`src/rtl/datapath_pkg.sv`:
```
// Shared scalar datapath types: FU count, source tag type and the per-FU issue life cycle.
package datapath_pkg;

  localparam int NUM_SCALAR_FU = 3;
  localparam int SCALAR_TAG_W  = 2;

  typedef logic [SCALAR_TAG_W-1:0] s_tag_t;

  typedef enum logic [1:0] {
    FU_IDLE  = 2'd0,
    FU_ISSUE = 2'd1,
    FU_EXEC  = 2'd2
  } fust_issue_state_t;

endpackage

```
`src/rtl/rr_arbiter.sv`:
```
// Combinational round-robin arbiter: one-hot grant to the first requester at or after ptr.
module rr_arbiter #(
  parameter int N  = 3,
  parameter int PW = (N > 1) ? $clog2(N) : 1
) (
  input  logic [N-1:0]  req,
  input  logic [PW-1:0] ptr,
  output logic [N-1:0]  gnt,
  output logic          valid
);

  always_comb begin
    int j;
    logic [PW-1:0] idx;
    gnt   = '0;
    valid = 1'b0;
    j     = 0;
    idx   = '0;
    for (int k = 0; k < N; k++) begin
      j = int'(ptr) + k;
      if (j >= N) j = j - N;
      idx = PW'(j);
      if (!valid && req[idx]) begin
        gnt[idx] = 1'b1;
        valid    = 1'b1;
      end
    end
  end

endmodule

```
`src/rtl/fust_s_issue_ctrl.sv`:
```
// Scalar FUST issue scheduler: picks one ready row per cycle round-robin, drives the
// issue port and tracks each FU through IDLE -> ISSUE -> EXEC.
module fust_s_issue_ctrl
  import datapath_pkg::*;
#(
  parameter int NUM_FU = NUM_SCALAR_FU,
  parameter int TAG_W  = SCALAR_TAG_W,
  parameter int IW     = (NUM_FU > 1) ? $clog2(NUM_FU) : 1
) (
  input  logic                          CLK,
  input  logic                          RST,
  input  logic                          flush,
  input  logic [NUM_FU-1:0]             row_valid,
  input  logic [NUM_FU-1:0][TAG_W-1:0]  t1,
  input  logic [NUM_FU-1:0][TAG_W-1:0]  t2,
  input  logic                          wb_valid,
  input  logic [TAG_W-1:0]              wb_tag,
  input  logic [NUM_FU-1:0]             fu_ready,
  input  logic [NUM_FU-1:0]             fu_done,
  output logic                          issue_valid,
  output logic [NUM_FU-1:0]             issue_fu,
  output logic [IW-1:0]                 issue_idx,
  output logic [NUM_FU-1:0]             busy
);

  fust_issue_state_t state_q [NUM_FU];
  fust_issue_state_t state_d [NUM_FU];
  logic [IW-1:0]     rr_ptr_q, rr_ptr_d;
  logic [NUM_FU-1:0] elig, gnt;
  logic              gvalid, port_free, take;
  logic [IW-1:0]     gidx;

  // Same-cycle writeback bypass; tag 0 means "no producer" and never matches a broadcast.
  function automatic logic rdy(input logic [TAG_W-1:0] t, input logic wv,
                               input logic [TAG_W-1:0] wt);
    return (t == '0) || (wv && (wt != '0) && (wt == t));
  endfunction

  always_comb begin
    port_free = 1'b1;
    elig      = '0;
    for (int i = 0; i < NUM_FU; i++) begin
      elig[i] = row_valid[i] && (state_q[i] == FU_IDLE) &&
                rdy(t1[i], wb_valid, wb_tag) && rdy(t2[i], wb_valid, wb_tag);
      if (state_q[i] == FU_ISSUE && !fu_ready[i]) port_free = 1'b0;
    end
  end

  rr_arbiter #(.N(NUM_FU), .PW(IW)) u_arb (
    .req   (elig),
    .ptr   (rr_ptr_q),
    .gnt   (gnt),
    .valid (gvalid)
  );

  assign take = port_free && gvalid && !flush;

  always_comb begin
    gidx = '0;
    for (int i = 0; i < NUM_FU; i++)
      if (gnt[i]) gidx = IW'(i);
  end

  always_comb begin
    rr_ptr_d = rr_ptr_q;
    if (flush)     rr_ptr_d = '0;
    else if (take) rr_ptr_d = (gidx == IW'(NUM_FU - 1)) ? '0 : gidx + 1'b1;
    for (int i = 0; i < NUM_FU; i++) begin
      state_d[i] = state_q[i];
      if (flush) begin
        state_d[i] = FU_IDLE;
      end else begin
        unique case (state_q[i])
          FU_IDLE:  if (take && gnt[i]) state_d[i] = FU_ISSUE;
          FU_ISSUE: if (fu_ready[i])    state_d[i] = fu_done[i] ? FU_IDLE : FU_EXEC;
          FU_EXEC:  if (fu_done[i])     state_d[i] = FU_IDLE;
          default:                      state_d[i] = FU_IDLE;
        endcase
      end
    end
  end

  // Outputs are registered from next-state so they line up with the state register.
  always_ff @(posedge CLK or posedge RST) begin
    if (RST) begin
      for (int i = 0; i < NUM_FU; i++) state_q[i] <= FU_IDLE;
      rr_ptr_q    <= '0;
      issue_valid <= 1'b0;
      issue_fu    <= '0;
      issue_idx   <= '0;
      busy        <= '0;
    end else begin
      for (int i = 0; i < NUM_FU; i++) state_q[i] <= state_d[i];
      rr_ptr_q    <= rr_ptr_d;
      issue_valid <= 1'b0;
      issue_fu    <= '0;
      issue_idx   <= '0;
      for (int i = 0; i < NUM_FU; i++) begin
        busy[i] <= (state_d[i] != FU_IDLE);
        if (state_d[i] == FU_ISSUE) begin
          issue_valid <= 1'b1;
          issue_fu[i] <= 1'b1;
          issue_idx   <= IW'(i);
        end
      end
    end
  end

endmodule

```
`config.mk`:
```
export PLATFORM = sky130hd
export DESIGN_NAME = fust_s_issue_ctrl
export DESIGN_NICKNAME = d
export VERILOG_FILES = /design/src/rtl/datapath_pkg.sv /design/src/rtl/rr_arbiter.sv /design/src/rtl/fust_s_issue_ctrl.sv
export SDC_FILE = /design/constraint.sdc
export NUM_CORES = 1
export LEC_CHECK = 0
export ABC_AREA = 1
export CAP_MARGIN = 20
export CORE_MARGIN = 2
export CORE_UTILIZATION = 43
export DETAILED_ROUTE_END_ITERATION = 8
export PLACE_DENSITY = 0.75
export REMOVE_ABC_BUFFERS = 1
export SLEW_MARGIN = 20
export SYNTH_ARGS = -nofsm -noshare
export SYNTH_HDL_FRONTEND = slang
export SYNTH_SLANG_ARGS = --single-unit
```
`constraint.sdc`:
```
create_clock -name CLK -period 2 [get_ports CLK]
set_clock_uncertainty 0.05 [all_clocks]
set_input_delay 0.4 -clock CLK [delete_from_list [all_inputs] [get_ports CLK]]
set_output_delay 0.4 -clock CLK [all_outputs]
set_load 0.005 [all_outputs]
```
==> run_results.csv <==
group,metric,value,unit
layout,final_nets,295,
sta,layout_min_cycle_time,1.98,ns
cts,path_clk_slew,0.08,ns
worst_setup_path,cp.arrival,2.10,ns
sta,rsz0062_at_grt,"true",
place,placed_area,0.00179,mm2
drt,wl_per_cell,11.7,um
layout,seqCellArea,400,um2
synthesis,syn_area,0.00132,mm2
layout,layout.cells.most_common,"nand2_1",
layout,final_area,0.00208,mm2
synthesis,yosysTopAreaCell,"dfrtp_1",
layout,drive_gt1_share,41.2,%
global_routing,grt.overflow.total,0,
floorplanning,io_pins,36,
synthesis,avgSynthCellArea,6.46,um2
cts,clock_latency,0.27,ns
cts,root_buffer,"clkbuf_4",
global_routing,grt_pass1_wl,5160,um
synthesis,synth_top_area_share,30.4,%
floorplanning,initial_core_util,44.3,%
sta,drv_slew,0,
synthesis,synthTopCellsByArea,"dfrtp_1, nand2_1, inv_1",
sta,fmax,505,MHz
place,dp_hpwl,2480,um
layout,final_cell_mix,"nand2_1, inv_1, nand2_2, buf_4, inv_2",
synthesis,ys_ff_latch,16,
cts,cts.sinks,16,
synthesis,synthCells,204,
synthesis,synth_warnings,0,
floorplanning,core-area,0.00298,mm2
power_and_ir_drop,ir_worst_vdd,0.539,mV
sta,period_share,99.1,%
worst_setup_path,worstSetupPathType,"reg2reg",
global_routing,grt_pass1_vias,1290,
worst_setup_path,critPathLaunchType,"flop",
drt,first_pass_iters,4,
sta,relSlewSlack,61.3,%
cts,cts_tree,"built",
sta,hold_viol_final,0,
global_routing,grt_usage,18.8,%
floorplanning,dieHeight,59.4,um
synthesis,seq_area_frac_synth,30.4,%
place,port-buffer-count,35,
global_routing,grt_max_degree,17,
layout,fill_cells,255,
min_path,hp-class,"in2async",
synthesis,ys_types,22,
worst_setup_path,crit_path_max_incr_delay,0.40,ns
sta,setup_viol,0,
cts,cts_buffer_depth,2,
floorplanning,rows,20,
worst_setup_path,critPathCaptureType,"flop",
cts,h-tree-depth,1,
worst_setup_path,required,2.12,ns
layout,antenna_cells,0,
worst_setup_path,cpMaxStageDelayCell,"dfrtp_1",
drt,drt_iter0_markers,30,
global_routing,antenna_found_initial,0,
layout,stdcell_count,295,
drt,viasPerCell,4.80,
drt,ant_nets,0,
floorplanning,dieArea,0.00353,mm2
layout,multi_input_area,911,um2
cts,numCtsBuffers,3,
worst_setup_path,crit_chain,"buf_6 > ha_4 > buf_6 > nand2_4 > nand3_2 > nand2_2 > buf_4 > nand3_1 > o21ai_1 > nor2_1 > nor2_2 > nor2_4 > nand3_2",
place,gp_congestion,0.860,
place,place_inst,282,
layout,area_delta_synth_final,57.6,%
floorplanning,die_x,59.4,um
power_and_ir_drop,power_density,795,mW/mm2
drt,drcViolationCount,0,
power_and_ir_drop,p_leak,0.00115,uW
drt,wl,3460,um
status,status,"finished clean",
power_and_ir_drop,power,1650,uW
job,maxCapViolCount,0,
sta,worstMarginPinSlew,0.580,ns
worst_setup_path,path_max_fanout,4,
cts,hold_buffers,0,
drt,vias,1415,
[metal layers]
layer	GRT usage (%)	vias to the layer above	share of wire, %
li1	-	735	-
met1	24.1	645	43
met2	33.9	33	52
met3	3.28	2	4.0
met4	1.95	0	0.49
met5	0	-	0
[kinds of logic after synthesis]
group	count (synthesis)	share of synthesized area, %
flip-flops	16	30.4
buffers and inverters	52	15.2
AO/OA/AOI/OAI	15	7.68
AND/OR/NAND/NOR	117	43.0
adder cells (fa/ha/maj)	4	3.80
[sequential cells by signal, summed over array words and instances (netlist names)]
signal,cells
issue_idx,1
state_q,6
issue_fu,3
rr_ptr_q,2
issue_valid,1
busy,3
[cell usage after synthesis]
| library cell | n |
|---|---|
| nand2_1 | 56 |
| inv_1 | 39 |
| nor2_1 | 17 |
| dfrtp_1 | 16 |
| nand3_1 | 15 |
| inv_2 | 10 |
| nand2_2 | 8 |
| a21oi_1 | 7 |
| nand3_2 | 7 |
| ha_1 | 4 |
| nor2_2 | 4 |
| nor3_1 | 4 |
| o21ai_2 | 4 |
| nand4_1 | 3 |
| nor2_4 | 2 |
| o21ai_0 | 2 |
| buf_4 | 1 |
| clkinv_1 | 1 |
| clkinv_2 | 1 |
| nand2_4 | 1 |
| o21ai_1 | 1 |
| o21ai_4 | 1 |
[worst paths after layout]
kind	from	end	slack [ns]	cells after the start
worst max register to register	rr_ptr_q[1]	issue_valid	0.02	13
worst min-delay path	RST	busy[0]	0.43	2
worst min register to register	rr_ptr_q[1]	rr_ptr_q[1]	0.55	2
min in group CLK	rr_ptr_q[1]	rr_ptr_q[1]	0.55	2
max in group asynchronous	RST	rr_ptr_q[1]	1.10	2
worst max-delay path	rr_ptr_q[1]	issue_valid	0.02	13
[worst max-delay path: cells and delay by family, from the launching register on]
family	cells	cell delay, ns
flops	1	0.40
compound gates	1	0.07
simple gates	8	0.67
buf+inv	3	0.39
fa+ha+maj	1	0.28
[power by group]
| part | switching, uW | internal (uW) |
|---|---|---|
| Clock | 88.5 | 69.8 |
| Combinational | 627 | 490 |
| Sequential | 21.3 | 356 |
[repair_timing]
item	in CTS	in global routing
gates cloned	0	0
buffers inserted	1	9
pin swaps	23	40
resized for setup	30	55
setup endpoints to repair	13	13
[cell type report]
| cell class | count | share of cell area (%) |
|---|---|---|
| multi-input combinational | 136 | 43.8 |
| timing repair buffer | 56 | 24.3 |
| sequential | 16 | 19.3 |
| inverter | 51 | 9.57 |
| clock buffer | 3 | 1.08 |
| tap | 33 | 1.99 |
[stage by stage]
step | TNS, ns | utilization (%) | worst slack (ns) | hold WS (ns)
final | 0 | 69.8 | 0.0179 | 0.428
after global routing | -0.843 | 69.8 | -0.117 | 0.506
after CTS | -0.0566 | 62.7 | -0.0234 | 0.444
after detailed placement | -5.70 | 60.0 | -0.482 | 0.550
after global placement | -4.95 | 60.0 | -0.432 | 0.530
after floorplan | 0 | - | 0.107 | 0.264
Note: power is estimated with default switching activity, not from simulation.
